**src/rtl/tdc_pkg.sv**
```systemverilog
// Shared types and constants for the TDC event readout path.
// Event word layout, frame header byte and reader FSM states.
package tdc_pkg;

    localparam int TDC_CHAN_W = 4;
    localparam int TDC_TOT_W  = 32;
    localparam int TDC_TS_W   = 32;

    localparam logic [7:0] TDC_FRAME_HEADER = 8'hA5;

    typedef struct packed {
        logic [TDC_CHAN_W-1:0] chan;
        logic [TDC_TOT_W-1:0]  tot;
        logic [TDC_TS_W-1:0]   ts;
    } tdc_event_t;

    typedef enum logic [1:0] {
        RD_IDLE,
        RD_POP,
        RD_LATCH,
        RD_SEND
    } tdc_rd_state_e;

endpackage

```
**src/rtl/crc8_update.sv**
```systemverilog
// One-byte CRC-8 step: poly 0x07, MSB first, no reflection.
// Purely combinational; chain it once per payload byte.
module crc8_update (
    input  logic [7:0] crc_in,
    input  logic [7:0] byte_in,
    output logic [7:0] crc_out
);

    logic [7:0] c;

    // Shift the byte through the CRC register one bit at a time.
    always_comb begin
        c = crc_in ^ byte_in;
        for (int i = 0; i < 8; i++) begin
            c = c[7] ? ((c << 1) ^ 8'h07) : (c << 1);
        end
        crc_out = c;
    end

endmodule

```
**src/rtl/tdc_event_reader.sv**
```systemverilog
// Drains the TDC event FIFO and frames each event as a byte stream.
// Define TDC_READER_CRC_EN to append a CRC-8 trailer over the payload.
module tdc_event_reader
    import tdc_pkg::*;
#(
    parameter int         DATA_LENGTH = 68,
    parameter int         CHAN_W      = TDC_CHAN_W,
    parameter int         TOT_W       = TDC_TOT_W,
    parameter int         TS_W        = TDC_TS_W,
    parameter logic [7:0] HEADER      = TDC_FRAME_HEADER,
    parameter int         CNT_W       = 16
) (
    input  logic                   clk,
    input  logic                   reset,
    input  logic                   fifo_empty,
    input  logic [DATA_LENGTH-1:0] fifo_rdata,
    output logic                   fifo_read,
    output logic [7:0]             tx_data,
    output logic                   tx_valid,
    input  logic                   tx_ready,
    output logic                   busy,
    output logic [CNT_W-1:0]       events_sent
);

    localparam int NB   = (DATA_LENGTH + 7) / 8;
    localparam int SR_W = NB * 8;
`ifdef TDC_READER_CRC_EN
    localparam int FRAME_LEN = NB + 2;
`else
    localparam int FRAME_LEN = NB + 1;
`endif
    localparam int IDX_W = $clog2(FRAME_LEN);
    localparam logic [IDX_W-1:0] LAST_IDX = IDX_W'(FRAME_LEN - 1);

    tdc_rd_state_e    state_q, state_d;
    logic [IDX_W-1:0] idx_q, idx_d;
    logic [SR_W-1:0]  sr_q, sr_d;
    logic [CNT_W-1:0] cnt_q, cnt_d;
    logic [7:0]       cur_byte;
    logic             is_payload;
    logic             is_last;

`ifdef TDC_READER_CRC_EN
    logic [7:0] crc_q, crc_d, crc_next;

    crc8_update u_crc (
        .crc_in  (crc_q),
        .byte_in (sr_q[SR_W-1 -: 8]),
        .crc_out (crc_next)
    );
`endif

    // Select the byte on the link from the frame position.
    always_comb begin
        is_last    = (idx_q == LAST_IDX);
        is_payload = (idx_q != '0);
        cur_byte   = sr_q[SR_W-1 -: 8];
        if (idx_q == '0) begin
            cur_byte = HEADER;
        end
`ifdef TDC_READER_CRC_EN
        if (is_last) begin
            is_payload = 1'b0;
            cur_byte   = crc_q;
        end
`endif
    end

    // Next-state and Moore outputs; the pop is gated by the live empty flag.
    always_comb begin
        state_d   = state_q;
        idx_d     = idx_q;
        sr_d      = sr_q;
        cnt_d     = cnt_q;
        fifo_read = 1'b0;
        tx_valid  = 1'b0;
        tx_data   = 8'h00;
        busy      = (state_q != RD_IDLE);
`ifdef TDC_READER_CRC_EN
        crc_d     = crc_q;
`endif
        unique case (state_q)
            RD_IDLE: begin
                if (!fifo_empty) begin
                    state_d = RD_POP;
                end
            end
            RD_POP: begin
                if (fifo_empty) begin
                    state_d = RD_IDLE;
                end else begin
                    fifo_read = 1'b1;
                    state_d   = RD_LATCH;
                end
            end
            RD_LATCH: begin
                sr_d    = SR_W'(fifo_rdata);
                idx_d   = '0;
                state_d = RD_SEND;
`ifdef TDC_READER_CRC_EN
                crc_d   = 8'h00;
`endif
            end
            RD_SEND: begin
                tx_valid = 1'b1;
                tx_data  = cur_byte;
                if (tx_ready) begin
                    idx_d = idx_q + 1'b1;
                    if (is_payload) begin
                        sr_d = sr_q << 8;
`ifdef TDC_READER_CRC_EN
                        crc_d = crc_next;
`endif
                    end
                    if (is_last) begin
                        idx_d   = '0;
                        cnt_d   = cnt_q + 1'b1;
                        state_d = RD_IDLE;
                    end
                end
            end
            default: begin
                state_d = RD_IDLE;
            end
        endcase
    end

    // State registers with synchronous reset; reset aborts any frame.
    always_ff @(posedge clk) begin
        if (reset) begin
            state_q <= RD_IDLE;
            idx_q   <= '0;
            sr_q    <= '0;
            cnt_q   <= '0;
`ifdef TDC_READER_CRC_EN
            crc_q   <= 8'h00;
`endif
        end else begin
            state_q <= state_d;
            idx_q   <= idx_d;
            sr_q    <= sr_d;
            cnt_q   <= cnt_d;
`ifdef TDC_READER_CRC_EN
            crc_q   <= crc_d;
`endif
        end
    end

    assign events_sent = cnt_q;

endmodule
```
**config.mk**
```make
export PLATFORM = sky130hd
export DESIGN_NAME = tdc_event_reader
export DESIGN_NICKNAME = d
export VERILOG_FILES = /design/src/rtl/tdc_pkg.sv /design/src/rtl/crc8_update.sv /design/src/rtl/tdc_event_reader.sv
export SDC_FILE = /design/constraint.sdc
export NUM_CORES = 1
export LEC_CHECK = 0
export ABC_CLOCK_PERIOD_IN_PS = 2000
export CELL_PAD_IN_SITES_DETAIL_PLACEMENT = 1
export CELL_PAD_IN_SITES_GLOBAL_PLACEMENT = 1
export CORE_ASPECT_RATIO = 1.75
export CORE_UTILIZATION = 32
export DETAILED_ROUTE_END_ITERATION = 6
export PLACE_DENSITY = 0.86
export SLEW_MARGIN = 15
export SYNTH_ARGS = -nofsm -noshare
export SYNTH_HDL_FRONTEND = slang
export SYNTH_SLANG_ARGS = --single-unit
```
**constraint.sdc**
```tcl
create_clock -name clk -period 2 [get_ports clk]
set_clock_uncertainty 0.2 [all_clocks]
set_input_delay 0.3 -clock clk [delete_from_list [all_inputs] [get_ports clk]]
set_output_delay 0.3 -clock clk [all_outputs]
set_load 0.02 [all_outputs]
```
# Yosys cells after proc, flatten, opt, wreduce, memory -nomap -nowiden
# Index checks and enable logic that the tools add are counted.
[totals]
output_inout_bits = 27
elab_cells = 39
register_bits = 94
in_bits = 72
[op_classes]
reduce_logical = 9
n_mux = 16
addsub = 2
eq_ne = 8
[op_table]
columns = ["cell", "count"]
rows = [
  ["$mux W72", 2],
  ["$pmux W72 S2", 1],
  ["$add A16 B1 Y16 const B", 1],
  ["$mux W8", 2],
  ["$reduce_and A3 Y1", 3],
  ["$mux W2", 4],
  ["$mux W4", 2],
  ["$ne A2 B2 Y1 const B", 4],
  ["$pmux W2 S4", 1],
  ["$pmux W4 S2", 1],
  ["$add A4 B1 Y4 const B", 1],
  ["$eq A2 B2 Y1 const B", 2],
  ["$eq A4 B4 Y1 const B", 1],
  ["$logic_not A4 Y1", 1],
  ["$reduce_bool A2 Y1", 2],
  ["$reduce_bool A4 Y1", 1],
  ["$mux W1", 3],
  ["$eq A2 B1 Y1 const B", 1],
  ["$logic_not A2 Y1", 1],
  ["$reduce_and A2 Y1", 1],
]

# Longest topological paths before layout
[logic_depth]
word_depth = 4
depth_mapped = 8

# Worst setup path after synthesis
# Ideal clock, no wire load.
[synth_timing]
kind = "register to register"
from = "reg cnt_q[3] (netlist: events_sent[3])"
to = "reg cnt_q[11] (netlist: events_sent[11])"
arrival_time_ns = 1.720
t_required_ns = 1.730
path_stages_with_launch = 5
n_path_buf = 0
setup_slack_ns = 0.010
synth_period_minus_slack_ns = 1.990
setup_ns = 0.070
path_cell_list = "dfxtp_1 nand4_4 or4_4 or3_1 a21oi_1"
[synth_between]
elab_chain_len = 1
[synth_lines]
columns = ["item", "line", "text"]
rows = [
  ["start: declaration", "tdc_event_reader.sv:38", "logic [CNT_W-1:0] cnt_q, cnt_d;"],
  ["start signal: assignment", "tdc_event_reader.sv:142", "cnt_q <= cnt_d;"],
  ["$add A16 B1 Y16", "tdc_event_reader.sv:117", "cnt_d = cnt_q + 1'b1;"],
]
# No other way between the ends.
# A chain may end at the register's enable or synchronous reset.

# Worst setup path in the final report
[layout_timing]
from = "reg idx_q[1]"
to = "out tx_data[0]"
[layout_between]
elab_chain_len = 3
[layout_lines]
columns = ["item", "line", "text"]
rows = [
  ["start: declaration", "tdc_event_reader.sv:36", "logic [IDX_W-1:0] idx_q, idx_d;"],
  ["start signal: assignment", "tdc_event_reader.sv:140", "idx_q <= idx_d;"],
  ["$logic_not A4 Y1", "tdc_event_reader.sv:58", "if (idx_q == '0) begin"],
  ["$mux W8", "tdc_event_reader.sv:58", ""],
  ["$mux W8", "tdc_event_reader.sv:82", "unique case (state_q)"],
  ["end: declaration", "tdc_event_reader.sv:18", "output logic [7:0] tx_data,"],
]
# No other way between the ends.

==> flow_summary.json <==
{
  "cts_tree": "yes",
  "die_h_um": 153,
  "end_kind": "output pin",
  "drv_cap": 0,
  "die_x_um": 88.2,
  "max-vdd-ir-drop_v": 0.000433,
  "fillers": 1496,
  "final_cell_area_mm2": 0.00608,
  "ioPinCount": 99,
  "hold_ws_ns": 0.170,
  "grt_max_degree": 61,
  "clkTransAtPathRegs_ns": 0.06,
  "hold_violations": 0,
  "min_path_type": "in2reg",
  "nets": 717,
  "first_pass_iters": 4,
  "synth_cells": 524,
  "p_per_area_mw_per_mm2": 722,
  "drt-vias-per-instance": 5.25,
  "placed_area_mm2": 0.00558,
  "yosysWarnings": 0,
  "yosysSeqAreaShare_pct": 45.3,
  "period_minus_slack_ns": 2.11,
  "h-tree-depth": 3,
  "grtUsageTotal_pct": 20.6,
  "cp.arrival_ns": 1.61,
  "post_synth_xor_area_fraction_pct": 1.47,
  "worstSkewPairLatency_ns": 0.34,
  "max_clock_freq_mhz": 473,
  "num_vias": 4273,
  "slew_viol_final": 0,
  "core_area_mm2": 0.0126,
  "cts_max_path_buffers": 2,
  "syn_area_mm2": 0.00416,
  "post-route-util_pct": 48.3,
  "synthTopCellsByArea": "dfxtp_1 45%, a311oi_1 13%, nand2_1 11%",
  "dieArea_mm2": 0.0135,
  "yosysTopAreaCell": "dfxtp_1",
  "dpl.hpwl_um": 9980,
  "violations": "negative setup slack",
  "period_share_pct": 106,
  "cts_hold_buffers": 0,
  "synth-seq-cells": 94,
  "clock-root-buffer": "clkbuf_16",
  "worst_ep_required_time_ns": 1.50,
  "layout_commonest_cell": "nand2_1",
  "status": "finished with violations",
  "startpoint_type": "flop",
  "drtIter0Drc": 175,
  "worst_slew_pin_slew_ns": 0.506,
  "totalNegativeSetupSlack_ns": -0.649,
  "rows": 54,
  "cts_buffers": 9,
  "synthAdderAreaFrac_pct": 1.20,
  "muxShareOfSynthArea_pct": 0.813,
  "worst-path-max-fanout": 5,
  "start_util_pct": 33.1,
  "synth_top_cell_area_share_pct": 45.3,
  "area_delta_synth_final_pct": 46.1,
  "final_cell_mix": "125 x nand2_1, 96 x nor2_1, 91 x dfxtp_1",
  "overflow": 0,
  "worst_slack_ns": -0.113,
  "drt_wl_total_um": 13900,
  "synth-simple-area-share_pct": 27.9,
  "grt_pass1_wl_um": 21500,
  "antenna_found_initial": 0,
  "wl_per_cell_um": 17.1,
  "p_leak_uw": 0.00228,
  "synth_edf_count": 0,
  "finalSetupViolations": 9,
  "port_buffers": 98,
  "synth_ff_type": "dfxtp_1",
  "antenna_cells": 0,
  "synth_compound_area_share_pct": 18.4,
  "gp_congestion": 0.834,
  "finalPower_uw": 4390,
  "post_synth_num_cell_types": 39,
  "synth_top_family_by_area": "simple AND/OR/NAND/NOR gates",
  "grt_setup_unrepaired": "true",
  "grt_pass1_vias": 4529,
  "syn_nets": 600,
  "avgSynthCellArea_um2": 7.93,
  "max_slew_margin_pct": 66.1,
  "drive_gt1_share_pct": 16.3,
  "crit_type": "reg2out",
  "ant_nets": 0,
  "async_reset_ff_share_pct": 0,
  "cts_sinks": 94,
  "remaining_drc_errors": 0
}
[registers in the layout, summed over array words and instances, names as in the netlist, named ones only]
name	flops
events_sent	16
idx_q	4
sr_q	72
state_q	1
[cells in the mapped netlist, drive strengths merged (2+ instances only)]
cell    number
inv          9
a311oi      61
and2         6
mux2         3
nand2b       2
clkbuf      30
nand3        8
or3          3
and3         2
nor2        99
xnor2        6
a21oi       11
nor2b        4
nand2      126
nand4b       2
o21ai        4
nor3         5
a31o         3
buf         10
a22oi       13
nand4        6
dfxtp       94
ha           4
[cells by family (layout without fill, tap and decap cells)]
kind of cell | Yosys count | in the layout
simple gates | 270 | 270
compound gates | 96 | 96
flops | 94 | 94
buf+inv | 50 | 172
xor+xnor | 7 | 7
fa+ha+maj | 4 | 4
mux | 3 | 3
[layer usage]
| metal | vias up | global-route usage, % | part of all wire [%] |
|---|---|---|---|
| met3 | 40 | 3.68 | 3.1 |
| met1 | 2056 | 21.5 | 37 |
| li1 | 2066 | - | - |
| met4 | 0 | 11.3 | 4.9 |
| met5 | - | 0 | 0 |
| met2 | 111 | 37.5 | 55 |
[power breakdown]
part | switching, uW | total, uW | internal [uW]
logic | 248 | 519 | 271
registers | 51.0 | 2010 | 1950
clock network | 730 | 1860 | 1130
total | 1030 | 4390 | 3360
[cell type report]
class	instances	area [um^2]	area share, %
multi-input cells	380	2170	35.7
flip-flops and latches	94	1890	31.0
well taps	168	210	3.46
clock buffers	11	243	4.00
inverters	10	37.5	0.618
repair buffers	146	1450	23.8
clock inverters	5	81.3	1.34
[worst paths after layout]
check | start | end | slack, ns | depth (start not counted)
setup / recovery | idx_q[1]$_SDFFE_PP0P_ | tx_data[0] | -0.11 | 7
hold reg to reg | sr_q[42]$_SDFFE_PP0P_ | sr_q[50]$_SDFFE_PP0P_ | 0.28 | 2
setup reg to reg | idx_q[1]$_SDFFE_PP0P_ | events_sent[11]$_SDFFE_PP0P_ | -0.05 | 7
hold / removal | reset | sr_q[68]$_SDFFE_PP0P_ | 0.17 | 2
[repair_timing]
item                                    4_1_cts  5_1_grt
cloned                                        0        2
endpoints found under the setup margin       15       26
gates resized for setup                      64       14
pin swaps                                     5        5
buffers inserted                              2        2
[worst max-delay path: stages (launching register included)]
cell and delay (ns):
dfxtp_2 0.32, inv_2 0.08, ha_4 0.14, nor3b_4 0.24, buf_6 0.17, nor2_2 0.04
nor2_1 0.12, buf_4 0.16
[through the flow]
| stage | worst slack (ns) | instances |
|---|---|---|
| detailed placement | -0.307 | 792 |
| global route | -0.173 | 814 |
| finish | -0.113 | 814 |
| global placement | -0.215 | 792 |
| floorplan | 0.00956 | 524 |
| CTS | -0.0872 | 810 |
Power figures use the tool's default switching activity.
